===== src/rtl/reg_status_file_pkg.sv =====
// Shared widths and reserved ids for the register status file.
package reg_status_file_pkg;

  localparam int ROB_ID_W  = 5;
  localparam int REG_ID_W  = 5;
  localparam int DATA_W    = 32;
  localparam int REG_COUNT = 32;

  localparam logic [ROB_ID_W-1:0] ROB_NONE = '0;

  function automatic logic is_x0(input logic [REG_ID_W-1:0] id);
    return id == '0;
  endfunction

endpackage


===== src/rtl/reg_status_file_read_port.sv =====
// One operand read port: x0 masking and, with REGFILE_BYPASS_EN,
// a commit-to-read bypass mux.
module reg_status_file_read_port
  import reg_status_file_pkg::*;
#(
  parameter int ROB_W = ROB_ID_W
) (
  input  logic [REG_ID_W-1:0] rs_id,
  input  logic [DATA_W-1:0]   reg_value,
  input  logic [ROB_W-1:0]    reg_tag,
  input  logic                commit_enabled,
  input  logic [REG_ID_W-1:0] commit_reg_id,
  input  logic [DATA_W-1:0]   commit_data,
  input  logic [ROB_W-1:0]    commit_rob_id,
  output logic [DATA_W-1:0]   rs_value,
  output logic [ROB_W-1:0]    rs_rob_id
);

`ifndef REGFILE_BYPASS_EN
  logic unused_commit;
  assign unused_commit = ^{commit_enabled, commit_reg_id,
                           commit_data, commit_rob_id};
`endif

  always_comb begin
    rs_value  = reg_value;
    rs_rob_id = reg_tag;
`ifdef REGFILE_BYPASS_EN
    if (commit_enabled &&
        commit_reg_id == rs_id &&
        reg_tag == commit_rob_id) begin
      rs_value  = commit_data;
      rs_rob_id = '0;
    end
`endif
    if (is_x0(rs_id)) begin
      rs_value  = '0;
      rs_rob_id = '0;
    end
  end

endmodule


===== src/rtl/reg_status_file.sv =====
// Architectural regs plus rename tags fed by issue and ROB commit.
// Optional REGFILE_BYPASS_EN adds zero-cycle commit-to-read.
module reg_status_file
  import reg_status_file_pkg::*;
#(
  parameter int ROB_W    = ROB_ID_W,
  parameter int NUM_REGS = REG_COUNT
) (
  input  logic                clk_in,
  input  logic                rst_in,
  input  logic                flush_in,
  input  logic                commit_enabled,
  input  logic [REG_ID_W-1:0] commit_reg_id,
  input  logic [DATA_W-1:0]   commit_data,
  input  logic [ROB_W-1:0]    commit_rob_id,
  input  logic                issue_enabled,
  input  logic [REG_ID_W-1:0] issue_reg_id,
  input  logic [ROB_W-1:0]    issue_rob_id,
  input  logic [REG_ID_W-1:0] rs1_id,
  input  logic [REG_ID_W-1:0] rs2_id,
  output logic [DATA_W-1:0]   rs1_value,
  output logic [ROB_W-1:0]    rs1_rob_id,
  output logic [DATA_W-1:0]   rs2_value,
  output logic [ROB_W-1:0]    rs2_rob_id
);

  logic [DATA_W-1:0] regs [NUM_REGS];
  logic [ROB_W-1:0]  tags [NUM_REGS];

  logic commit_wr;
  logic issue_wr;
  logic tag_clr;

  assign commit_wr = commit_enabled && !is_x0(commit_reg_id);
  assign issue_wr  = issue_enabled && !flush_in &&
                     !is_x0(issue_reg_id);
  // A same-reg issue re-owns the tag, so the commit must not clear it
  assign tag_clr   = commit_wr &&
                     tags[commit_reg_id] == commit_rob_id &&
                     !(issue_enabled &&
                       issue_reg_id == commit_reg_id);

  always_ff @(posedge clk_in) begin
    if (!rst_in) begin
      for (int i = 0; i < NUM_REGS; i++) begin
        regs[i] <= '0;
        tags[i] <= '0;
      end
    end else begin
      if (commit_wr)
        regs[commit_reg_id] <= commit_data;
      if (flush_in) begin
        for (int i = 0; i < NUM_REGS; i++)
          tags[i] <= '0;
      end else begin
        if (tag_clr)
          tags[commit_reg_id] <= '0;
        if (issue_wr)
          tags[issue_reg_id] <= issue_rob_id;
      end
    end
  end

  reg_status_file_read_port #(
    .ROB_W(ROB_W)
  ) u_rs1 (
    .rs_id         (rs1_id),
    .reg_value     (regs[rs1_id]),
    .reg_tag       (tags[rs1_id]),
    .commit_enabled(commit_enabled),
    .commit_reg_id (commit_reg_id),
    .commit_data   (commit_data),
    .commit_rob_id (commit_rob_id),
    .rs_value      (rs1_value),
    .rs_rob_id     (rs1_rob_id)
  );

  reg_status_file_read_port #(
    .ROB_W(ROB_W)
  ) u_rs2 (
    .rs_id         (rs2_id),
    .reg_value     (regs[rs2_id]),
    .reg_tag       (tags[rs2_id]),
    .commit_enabled(commit_enabled),
    .commit_reg_id (commit_reg_id),
    .commit_data   (commit_data),
    .commit_rob_id (commit_rob_id),
    .rs_value      (rs2_value),
    .rs_rob_id     (rs2_rob_id)
  );

endmodule

===== config.mk =====
export PLATFORM = sky130hd
export DESIGN_NAME = reg_status_file
export DESIGN_NICKNAME = d
export VERILOG_FILES = /design/src/rtl/reg_status_file_pkg.sv /design/src/rtl/reg_status_file_read_port.sv /design/src/rtl/reg_status_file.sv
export SDC_FILE = /design/constraint.sdc
export NUM_CORES = 2
export LEC_CHECK = 0
export CAP_MARGIN = 30
export CELL_PAD_IN_SITES_DETAIL_PLACEMENT = 0
export CELL_PAD_IN_SITES_GLOBAL_PLACEMENT = 1
export CORE_ASPECT_RATIO = 1.5
export CORE_MARGIN = 8
export CORE_UTILIZATION = 45
export DETAILED_ROUTE_END_ITERATION = 8
export PLACE_DENSITY_LB_ADDON = 0.1
export SYNTH_ARGS = -nofsm -noshare
export SYNTH_HDL_FRONTEND = slang
export SYNTH_SLANG_ARGS = --single-unit

===== constraint.sdc =====
create_clock -name clk_in -period 5.4 [get_ports clk_in]
set_input_delay 0.81 -clock clk_in [delete_from_list [all_inputs] [get_ports clk_in]]
set_output_delay 0.81 -clock clk_in [all_outputs]
set_load 0.02 [all_outputs]

# After elaboration in Yosys (flattened, before gate mapping)
# Memory sizes are Yosys's and may differ from the RTL's.
# Cells that the tools add are included.
[word_totals]
latchBits = 0
mem_bits_ro = 0
register_bits = 0
n_memories = 2
word_cells = 113
ram_bits = 1184
input_bits = 67
[op_classes]
eq_ne = 2
bitwise = 32
shift = 0
order_cmp = 0
addsub = 0
n_mux = 60
multipliers = 0
n_reduce_logical = 17
div_mod_pow = 0
[memory_table]
columns = ["memory", "depth", "width", "rd", "rd_ports_with_merged_regs", "write_ports", "line_no", "text"]
rows = [
  ["regs", 32, 32, 2, 0, 32, "reg_status_file.sv:27", "logic [DATA_W-1:0] regs [NUM_REGS];"],
  ["tags", 32, 5, 3, 0, 32, "reg_status_file.sv:28", "logic [ROB_W-1:0] tags [NUM_REGS];"],
]
[op_table]
columns = ["cell", "count"]
rows = [
  ["$mux 5", 39],
  ["$mux 32", 3],
  ["$or 1x1->1", 32],
  ["$reduce_or 32->1", 1],
  ["$logic_not 5->1", 4],
  ["$mux 1", 18],
  ["$eq 5x5->1", 2],
  ["$reduce_or 5->1", 2],
  ["$logic_and 1x1->1", 6],
  ["$logic_not 1->1", 4],
]

# Longest topological paths before layout
[logic_depth]
ltp_word = 11
ltp_mapped = 11

# Hierarchy
# A second synthesis with hierarchy kept.
[unflattened]
hier_cells = 4019
hier_area_um2 = 64906.0
[by_module_without_submodules]
columns = ["mod", "area_per_inst_um2", "n_inst", "cells_per_inst", "seq_area_each_um2"]
rows = [
  ["reg_status_file", 64187.8, 1, 3929, 35554.1],
  ["reg_status_file_read_port", 359.1, 2, 45, 0.0],
]

# Worst setup path before layout
# OpenSTA, ideal clock, no wires.
[synth_path]
path_type = "in2reg"
startpoint = "input commit_reg_id[0]"
endpoint = "memory regs[23][0] (enable)"
path_slack_ps = 640
path_stages = 8
t_arrival_ps = 4295
required_time_ps = 4934
path_buffers = 5
setup_ps = 466
cell_sequence = "buf_6 > buf_6 > buf_4 > and2_1 > buf_2 > nand3_1 > buf_2 > o21ai_0"
[synth_lines]
columns = ["item", "line_no", "text"]
rows = [
  ["start, declared", "reg_status_file.sv:13", "input logic [REG_ID_W-1:0] commit_reg_id,"],
  ["end, declared", "reg_status_file.sv:27", ""],
]

# Worst setup path in the final report
[layout_path]
startpoint = "input rs1_id[0]"
endpoint = "output rs1_rob_id[4]"
[layout_between]
elab_chain_len = 2
word_cells_on_any_way = 3
[layout_rtl]
columns = ["item", "line_no", "text"]
rows = [
  ["start, declared", "reg_status_file.sv:19", "input logic [REG_ID_W-1:0] rs1_id,"],
  ["$mem_v2 32x5 or $logic_not 5->1 (tied branches)", "--", ""],
  ["$mux 5 (*)", "reg_status_file_read_port.sv:36", "if (is_x0(rs_id)) begin"],
  ["end, declared", "reg_status_file.sv:22", "output logic [ROB_W-1:0] rs1_rob_id,"],
]
# Mark *: on every way between the ends. The rest lies on a longest branch, timed or not.

==> run summary <==
Vias in the first global route - 42300
Post-synthesis average cell area - 15.4 µm²
Initial Util - 45.1%
Dpl hpwl - 149 mm
Post-synth EDFFs - 1184
Starting DRT DRC Count - 4836
First-pass GRT wire length - 332 mm
H-tree levels - 3
CP dominant cell by count - mux4_2
Wire length per cell - 38.1 µm
Vias per inst - 6.48
Hold_buf cts - 0
Static leakage power - 25.6 nW
Crit path capture type - primary output
Worst EP required - 4590 ps
FF/Latch Area - 0.0356 mm²
Drt first pass iters - 5
RSZ-0062 raised after global routing - no
Met3 wire len - 19.7 mm
Post-synthesis simple-gate area fraction - 13.1%
Syn-to-layout area delta - 14.4%
Sequential-to-total area share from yosys stat - 54.7%
Ys Warns - 0
Final-stage net count - 4382
Adder-Cell Fraction of Synth Area - 0%
Post-Synth XOR/XNOR Area - 0.0943%
Grt total ovfl - 0
Height of the die - 481 µm
Via count - 41000
Crit-path cells - buf_8 -> buf_4 -> mux4_2 -> mux4_2 -> mux2i_1 -> nor2_1 -> clkdlybuf4s50_1
Seq cells post-synth - 1184
Clock Path Buffers - 3
Slew Limit Fails - 0
Post-route clock period utilization - 88.9%
Critical path class - in2out
FMAX - 0.208 GHz
I/O pin count - 141
Post-DRT Antenna Nets - 0
Filler Cell Count - 11900
Tot Pwr - 0.0227 W
Comb power frac - 14.2%
Worst path arrival time - 3990 ps
Routed WL - 241 mm
Psw - 0.00580 W
Root Driver - clkbuf_16
Max_cap viols - 0
Non-filler cells in the finished layout - 6328
Routability cong. - 0.882
Endpoints failing setup - 0
Clock latency on the worst-skew pair - 770 ps
Cell count after synthesis - 4232
Largest family of logic cells by synthesized area - multiplexers
Crit-path slowest cell - mux4_2
DRC errors left - 0
Clk slew on worst S/H paths - 70 ps
Clk pwr share - 37.9%
Slowest cell delay on critical path - 630 ps
Pwr Density - 306 mW/mm²
Post-CTS setup buffer count - 0
Setup Skew - 37.1 ps
Max FO, Critical Path - 52
Met1 Wirelength - 85.1 mm
Ys flop type - edfxtp_1
Initial antenna violation count - 30
TritonCTS Buffers - 117
Core Rows - 171
Maximum vdd ir drop - 277 µV
Synth Area in Compound Gates - 3.06%
Crit path launch type - primary input
Largest net degree at the start of global routing - 89
Clock sinks - 1184
Area of the multi-input gates - 0.0282 mm²
Part of the power in registers - 47.9%
Synthesized area - 0.0650 mm²
Power Internal - 0.0169 W
Reg2reg start - tags[10][3]$_SDFFCE_PN0P_
I/O Buffers - 140
Outcome - finished clean
Share of layout cells above drive strength 1 - 27.7%
Dpl cells - 6098
Switching Share - 25.5%
Post-CTS Resized - 0
Total GRT Usage - 30.2%
Hold Crit Start - issue_rob_id[4]
Final hold vios - 0
Worst hold path class - in2reg
Placeable Area - 0.144 mm²
Async S/R FF share, synth - 0%
Tmin final - 4800 ps
Die Footprint - 0.157 mm²
Critical path origin - rs1_id[0]
Die X - 326 µm
Met2 wire length - 122 mm
Netlist cell types - 59
CTS tree - done
Post-synthesis mux area share - 26.1%
Top sig layer - met5
Fin Setup TNS - 0 ps
Slew @ Worst Pin - 1090 ps
Normalized max-slew margin - 27.1%
layout make-up:
class	instances	share of cell area (%)
antenna	15	0.0505
clock buffer	143	4.10
clock inverter	71	1.14
inverter	2	0.0101
multi-input combinational	2626	38.0
sequential	1184	47.8
tap	1903	3.20
timing repair buffer	384	5.70
power by group through the flow:
stage                     logic (W)  clock network (W)  registers, W
final                       0.00323            0.00861        0.0109
after global routing        0.00334            0.00898        0.0109
after CTS                   0.00323            0.00871        0.0109
after detailed placement    0.00322                  0        0.0111
after global placement      0.00320                  0        0.0111
after floorplan             0.00190                  0        0.0110
through the flow:
stage | area, µm² | util, % | worst slack (ps) | hold WS, ps
2_1_floorplan | 65100 | - | 640 | 1010
3_3_place_gp | 70200 | 48.7 | 599 | 1440
3_5_place_dp | 70400 | 48.8 | 639 | 1480
4_1_cts | 74300 | 51.5 | 626 | 780
5_1_grt | 74300 | 51.5 | 543 | 817
6_report | 74400 | 51.6 | 602 | 806
layout by cell type (no fill, tap or decap), types with 5 or more instances in the layout:
| cell | count |
|---|---|
| a21oi_1 | 22 |
| o221ai_1 | 30 |
| edfxtp_1 | 1184 |
| o21ai_2 | 30 |
| a221oi_1 | 32 |
| nand2b_1 | 12 |
| nor3_1 | 16 |
| clkbuf_16 | 119 |
| buf_4 | 168 |
| o22ai_1 | 36 |
| nor2_1 | 118 |
| clkinv_2 | 23 |
| nand3_1 | 43 |
| o211ai_1 | 11 |
| and2_1 | 1151 |
| o21ai_4 | 31 |
| nand4_1 | 6 |
| clkbuf_1 | 25 |
| mux4_2 | 632 |
| mux2_2 | 51 |
| clkinv_1 | 22 |
| nand3b_1 | 5 |
| buf_8 | 9 |
| diode_2 | 15 |
| a22o_1 | 6 |
| bufinv_16 | 19 |
| nor2_4 | 32 |
| nand2_1 | 8 |
| buf_12 | 70 |
| a211o_1 | 15 |
| nor2b_1 | 7 |
| clkdlybuf4s50_1 | 124 |
| mux2i_1 | 202 |
| conb_1 | 37 |
| a22oi_1 | 27 |
| a211oi_1 | 22 |
sequential cells by signal, summed over array words and instances (netlist names):
register,count
regs,1024
tags,160
logic make-up (layout without fill, tap and decap cells):
group	after synthesis	after routing
and+or+nand+nor	1425	1425
DFF	1184	1184
muxes	889	889
buffers and inverters	458	600
AOI/OAI and AO/OA	268	268
xor gates and xnor gates	7	7
other	1	52
synth_stat cells, drive strengths merged, types with 3 or more instances:
library cell | n | share of area, %
nor2 | 151 | 0.88
a21oi | 23 | 0.18
nand4 | 7 | 0.077
nand3b | 5 | 0.058
or3 | 3 | 0.029
a211o | 15 | 0.20
a221oi | 33 | 0.45
a22oi | 27 | 0.31
a211oi | 22 | 0.25
mux2 | 51 | 0.88
a22o | 6 | 0.081
edfxtp | 1184 | 55
nand2 | 9 | 0.052
mux2i | 202 | 3.1
buf | 142 | 1.2
and2 | 1151 | 11
o221ai | 30 | 0.40
o211ai | 11 | 0.13
nor3 | 17 | 0.14
nand2b | 12 | 0.12
nand3 | 46 | 0.36
xor2 | 4 | 0.054
nor2b | 8 | 0.077
mux4 | 636 | 22
o21ai | 62 | 0.65
clkbuf | 314 | 1.8
xnor2 | 3 | 0.040
nor3b | 3 | 0.042
o22ai | 36 | 0.35
final timing paths:
path	endpoint	slack (ps)	cells after the start
hold / removal	tags[27][4]$_SDFFCE_PN0P_	810	2
setup / recovery	rs1_rob_id[4]	600	7
hold reg to reg	tags[24][3]$_SDFFCE_PN0P_	1500	7
setup reg to reg	tags[18][4]$_SDFFCE_PN0P_	2270	8
worst max-delay path, delay by kind of cell:
| kind | cells | cell delay [ps] |
|---|---|---|
| muxes | 3 | 1490 |
| and+or+nand+nor | 1 | 80 |
| buffers and inverters | 3 | 1430 |
routing by layer:
metal | up-vias | track usage (%)
li1 | 16600 | -
met1 | 21700 | 35.5
met2 | 2102 | 52.4
met3 | 604 | 5.85
met4 | 18 | 15.9
met5 | - | 0
(Power assumes the default switching activity.)
